`src/rtl/boot_ctrl_pkg.sv`:
```
// Shared CPU package: boot loader and control_unit state encodings, plus
// the boot loader's per-state output decode.
package boot_ctrl_pkg;

    typedef enum logic [2:0] {
        BOOT_IDLE   = 3'b000,
        BOOT_LOAD   = 3'b001,
        BOOT_BOOT   = 3'b010,
        BOOT_RUN    = 3'b011,
        BOOT_HALTED = 3'b100
    } boot_state_t;

    typedef enum logic [1:0] {
        CU_FETCH   = 2'b00,
        CU_DECODE  = 2'b01,
        CU_EXECUTE = 2'b10,
        CU_HALT    = 2'b11
    } cu_state_t;

    typedef struct packed {
        logic mem_sel;
        logic cpu_reset;
        logic running;
        logic halted;
    } boot_flags_t;

    function automatic boot_flags_t flags_for(boot_state_t s);
        boot_flags_t f;
        f.mem_sel   = (s == BOOT_LOAD);
        f.cpu_reset = (s == BOOT_IDLE) || (s == BOOT_LOAD) || (s == BOOT_BOOT);
        f.running   = (s == BOOT_RUN);
        f.halted    = (s == BOOT_HALTED);
        return f;
    endfunction

endpackage

```
`src/rtl/boot_ctrl.sv`:
```
// Boot loader: streams LOAD_LEN host bytes into program memory, then releases
// the CPU. Writes pass through combinationally; last byte to running = 2 cycles.
module boot_ctrl
    import boot_ctrl_pkg::*;
#(
    parameter int LOAD_LEN = 16,
    parameter int ADDR_W   = 8
) (
    input  logic              clk,
    input  logic              reset,
    input  logic              start,
    input  logic              abort,
    input  logic [7:0]        in_data,
    input  logic              in_valid,
    output logic              in_ready,
    output logic              mem_sel,
    output logic              mem_we,
    output logic [ADDR_W-1:0] mem_addr,
    output logic [7:0]        mem_wdata,
    input  logic              cpu_halt,
    output logic              cpu_reset,
    output logic              running,
    output logic              halted,
    output logic [ADDR_W-1:0] load_count
);

    localparam logic [ADDR_W-1:0] LAST_IDX = ADDR_W'(LOAD_LEN - 1);

    boot_state_t       state;
    boot_state_t       next_state;
    logic [ADDR_W-1:0] count;
    logic [ADDR_W-1:0] next_count;
    boot_flags_t       flags;
    logic              accept;

    assign accept = (state == BOOT_LOAD) && in_valid && !abort;

    always_comb begin
        next_state = state;
        next_count = count;
        case (state)
            BOOT_IDLE: begin
                if (start) begin
                    next_state = BOOT_LOAD;
                    next_count = '0;
                end
            end
            BOOT_LOAD: begin
                if (abort) begin
                    next_state = BOOT_IDLE;
                    next_count = '0;
                end else if (accept) begin
                    // Wraps to 0 when LOAD_LEN == 2**ADDR_W.
                    next_count = count + 1'b1;
                    if (count == LAST_IDX) next_state = BOOT_BOOT;
                end
            end
            BOOT_BOOT: next_state = BOOT_RUN;
            BOOT_RUN: begin
                if (cpu_halt) next_state = BOOT_HALTED;
            end
            BOOT_HALTED: begin
                if (start) begin
                    next_state = BOOT_LOAD;
                    next_count = '0;
                end
            end
            default: begin
                next_state = BOOT_IDLE;
                next_count = '0;
            end
        endcase
    end

    // Flags are registered against the next state so they line up with it.
    always_ff @(posedge clk) begin
        if (reset) begin
            state <= BOOT_IDLE;
            count <= '0;
            flags <= flags_for(BOOT_IDLE);
        end else begin
            state <= next_state;
            count <= next_count;
            flags <= flags_for(next_state);
        end
    end

    assign in_ready   = (state == BOOT_LOAD) && !abort;
    assign mem_we     = accept;
    assign mem_addr   = accept ? count : '0;
    assign mem_wdata  = accept ? in_data : 8'h00;
    assign mem_sel    = flags.mem_sel;
    assign cpu_reset  = flags.cpu_reset;
    assign running    = flags.running;
    assign halted     = flags.halted;
    assign load_count = count;

endmodule

```
`config.mk`:
```
export PLATFORM = sky130hd
export DESIGN_NAME = boot_ctrl
export DESIGN_NICKNAME = d
export VERILOG_FILES = /design/src/rtl/boot_ctrl_pkg.sv /design/src/rtl/boot_ctrl.sv
export SDC_FILE = /design/constraint.sdc
export NUM_CORES = 1
export LEC_CHECK = 0
export CORE_MARGIN = 2
export CORE_UTILIZATION = 42
export CTS_BUF_LIST = sky130_fd_sc_hd__clkbuf_4
export CTS_CLUSTER_SIZE = 14
export DETAILED_ROUTE_END_ITERATION = 10
export PLACE_DENSITY = 0.9
export SLEW_MARGIN = 20
export SYNTH_ARGS = -nofsm -noshare
export SYNTH_HDL_FRONTEND = slang
export SYNTH_SLANG_ARGS = --single-unit
```
`constraint.sdc`:
```
create_clock -name clk -period 3 [get_ports clk]
set_input_delay 0.6 -clock clk [delete_from_list [all_inputs] [get_ports clk]]
set_output_delay 0.6 -clock clk [all_outputs]
set_load 0.05 [all_outputs]
```
==> results.sh, run 1 <==
export IMPL_period_needed_ps=2760
export IMPL_grt_max_degree=18
export IMPL_clock_fmax_ghz=0.363
export IMPL_netlist_area_um2=772
export IMPL_peakVddDrop_uv=288
export IMPL_clock_latency_ps=270
export IMPL_final_cell_mix="clkdlybuf4s50_1 (25), buf_12 (18), and3_1 (17)"
export IMPL_hold_buffers=0
export IMPL_gr_usage_all_layers=0.226
export IMPL_drt_initial_drc_count=39
export IMPL_hp_start="load_count[7]"
export IMPL_vias=887
export IMPL_fp_row_count=15
export IMPL_num_io_pins=44
export IMPL_clock_skew_ps=0.731
export IMPL_syn_num_nets=109
export IMPL_antenna_found_initial=0
export IMPL_synth_main_ff_cell="dfxtp_1"
export IMPL_slew_violations=0
export IMPL_drc=0
export IMPL_start_util=0.447
export IMPL_synth_edf_count=0
export IMPL_cts_setup_buffers=0
export IMPL_yosysTopAreaCell="dfxtp_1"
export IMPL_ff2ff_setup_slack_ps=1160
export IMPL_hold_path_class="reg -> reg"
export IMPL_root_buffer="clkbuf_4"
export IMPL_wl_per_cell_um=13.6
export IMPL_fin_setup_tns_ps=0
export IMPL_die_y_um=46.9
export IMPL_place_congestion=0.897
export IMPL_cts_buffers=3
export IMPL_path_max_fanout=15
export IMPL_ys_ff_latch=15
export IMPL_reg2reg_from="state[0]"
export IMPL_port_buffers=43
export IMPL_clk_path_buf_depth=2
export IMPL_setup_slack_ps=244
export IMPL_avgSynthCellArea_um2=8.21
export IMPL_post_cts_resized=0
export IMPL_r2r_end="load_count[7]"
export IMPL_ys_seq_area_frac=0.389
export IMPL_synthCells=94
export IMPL_cp_end_kind="primary output"
export IMPL_synth_area_top_cells="dfxtp_1 (39%), and3_1 (14%), nor2_1 (4.9%)"
export IMPL_power_density_nw_per_um2=282
export IMPL_die_w_um=46.9
export IMPL_p_leak_nw=0.589
export IMPL_cts_tree="done"
export IMPL_critPathLaunch="abort"
export IMPL_async_flop_share=0
export IMPL_worst_slew_pin_slew_ps=639
export IMPL_num_antenna_cells=0
export IMPL_netlist_area_leader_share=0.389
export IMPL_routed_via_density=5.41
export IMPL_synth_cell_types=32
export IMPL_first_pass_iters=5
export IMPL_final_common_cell="clkdlybuf4s50_1"
export IMPL_path_clk_slew_ps=80
export IMPL_cp_start_kind="primary input"
export IMPL_pre_cts_ws_ps=268
export IMPL_crit_type="in -> out"
export IMPL_final_nets=155
export IMPL_area_growth_pct=87.5
export IMPL_min_delay_path_depth=2
export IMPL_hold_viol_final=0
export IMPL_ant_nets=0
export IMPL_numClockSinks=15
export IMPL_grt_pass1_wl_um=3580
export IMPL_drt_wl_total_um=2220
export IMPL_core_um2=1730
export IMPL_drv_cap=0
export IMPL_slew_limit_headroom=0.568
export IMPL_hpwl_um=1810
export IMPL_grt_pass1_vias=849
export IMPL_fp_dieArea_um2=2200
export IMPL_drive_gt1_frac=0.194
export IMPL_status="finished, final reports clean"
export IMPL_reg2reg_depth=4
export IMPL_finalCritPeriodShare=0.919
export IMPL_gr_total_overflow=0
export IMPL_crit_arrival_ps=2160
export IMPL_cp_required_ps=2400
export IMPL_rsz0062_at_grt="false"
export IMPL_crit_end="mem_addr[0]"
export IMPL_htree_levels=1
export IMPL_setup_viol=0
export IMPL_post_route_util=0.838
export IMPL_yosys_warnings=0
## registers in the layout, summed over array words and instances (netlist names)
signal and cells:
mem_sel 1, cpu_reset 1, state 3, running 1, halted 1, load_count 8
## metal layers
layer | track usage | vias up | wire, um
met5 | 0 | - | 0
met4 | 0.0722 | 0 | 34
met3 | 0.0731 | 6 | 265
met2 | 0.408 | 59 | 1100
met1 | 0.248 | 391 | 829
li1 | - | 431 | -
## worst min path at each step
| stage | slack [ps] | endpoint |
|---|---|---|
| detailed placement | 510 | load_count[7] |
| floorplan | 570 | halted |
| global placement | 490 | load_count[7] |
| CTS | 520 | load_count[7] |
| global route | 550 | load_count[7] |
| finish | 520 | load_count[7] |
## through the flow
stage          total power [mW]  cells  hold WS [ps]  instance area, um^2
6_report                  0.409    164           520                 1450
5_1_grt                   0.427    164           546                 1450
3_3_place_gp              0.292    160           488                 1420
3_5_place_dp              0.295    160           513                 1420
4_1_cts                   0.413    164           524                 1450
2_1_floorplan             0.251     94           574                  773
## worst max-delay path, stage by stage
cell             delay [ps]
clkdlybuf4s50_1         470
nor4b_2                 450
buf_4                   270
and3_1                  220
buf_12                  150
## Yosys cell counts, types with 2 or more instances
| cell | count |
|---|---|
| dfxtp_1 | 15 |
| nor2_1 | 10 |
| a21oi_1 | 5 |
| inv_1 | 5 |
| or3_1 | 2 |
| o21ai_0 | 3 |
| nor4b_1 | 4 |
| nand3_1 | 4 |
| xnor2_1 | 3 |
| and3_1 | 17 |
| nor2b_1 | 2 |
| nor3_1 | 2 |
| a32oi_1 | 2 |
| clkbuf_1 | 2 |
## cell type report
type                       count  area, um^2
sequential                    15         300
tap                           25        31.3
fill                         118         279
multi-input combinational     70         442
timing repair buffer          45         626
inverter                       5        18.8
clock buffer                   4        30.0
## where the power goes
part	switching, mW	leakage, nW	internal (mW)	total, mW
clock	0.0576	0.0184	0.0606	0.118
combinational	0.0443	0.449	0.0404	0.0847
sequential	0.00387	0.121	0.202	0.206
total	0.106	0.589	0.303	0.409
## cells by family (layout without fill, tap and decap cells)
group           after synthesis  in the layout  synth area share
flops                        15             15             0.389
xor+xnor                      3              3            0.0340
buf+inv                       9             54            0.0470
compound gates               17             17             0.144
simple gates                 49             49             0.370
fa+ha+maj                     1              1            0.0162
Note: power is estimated with default switching activity, not from simulation.
==> run 2: changes to the inputs <==
- CTS_CLUSTER_SIZE: 14 -> default
==> results of run 2 <==
Same layout as run 1: the final DEF is identical, and so are final timing and power.
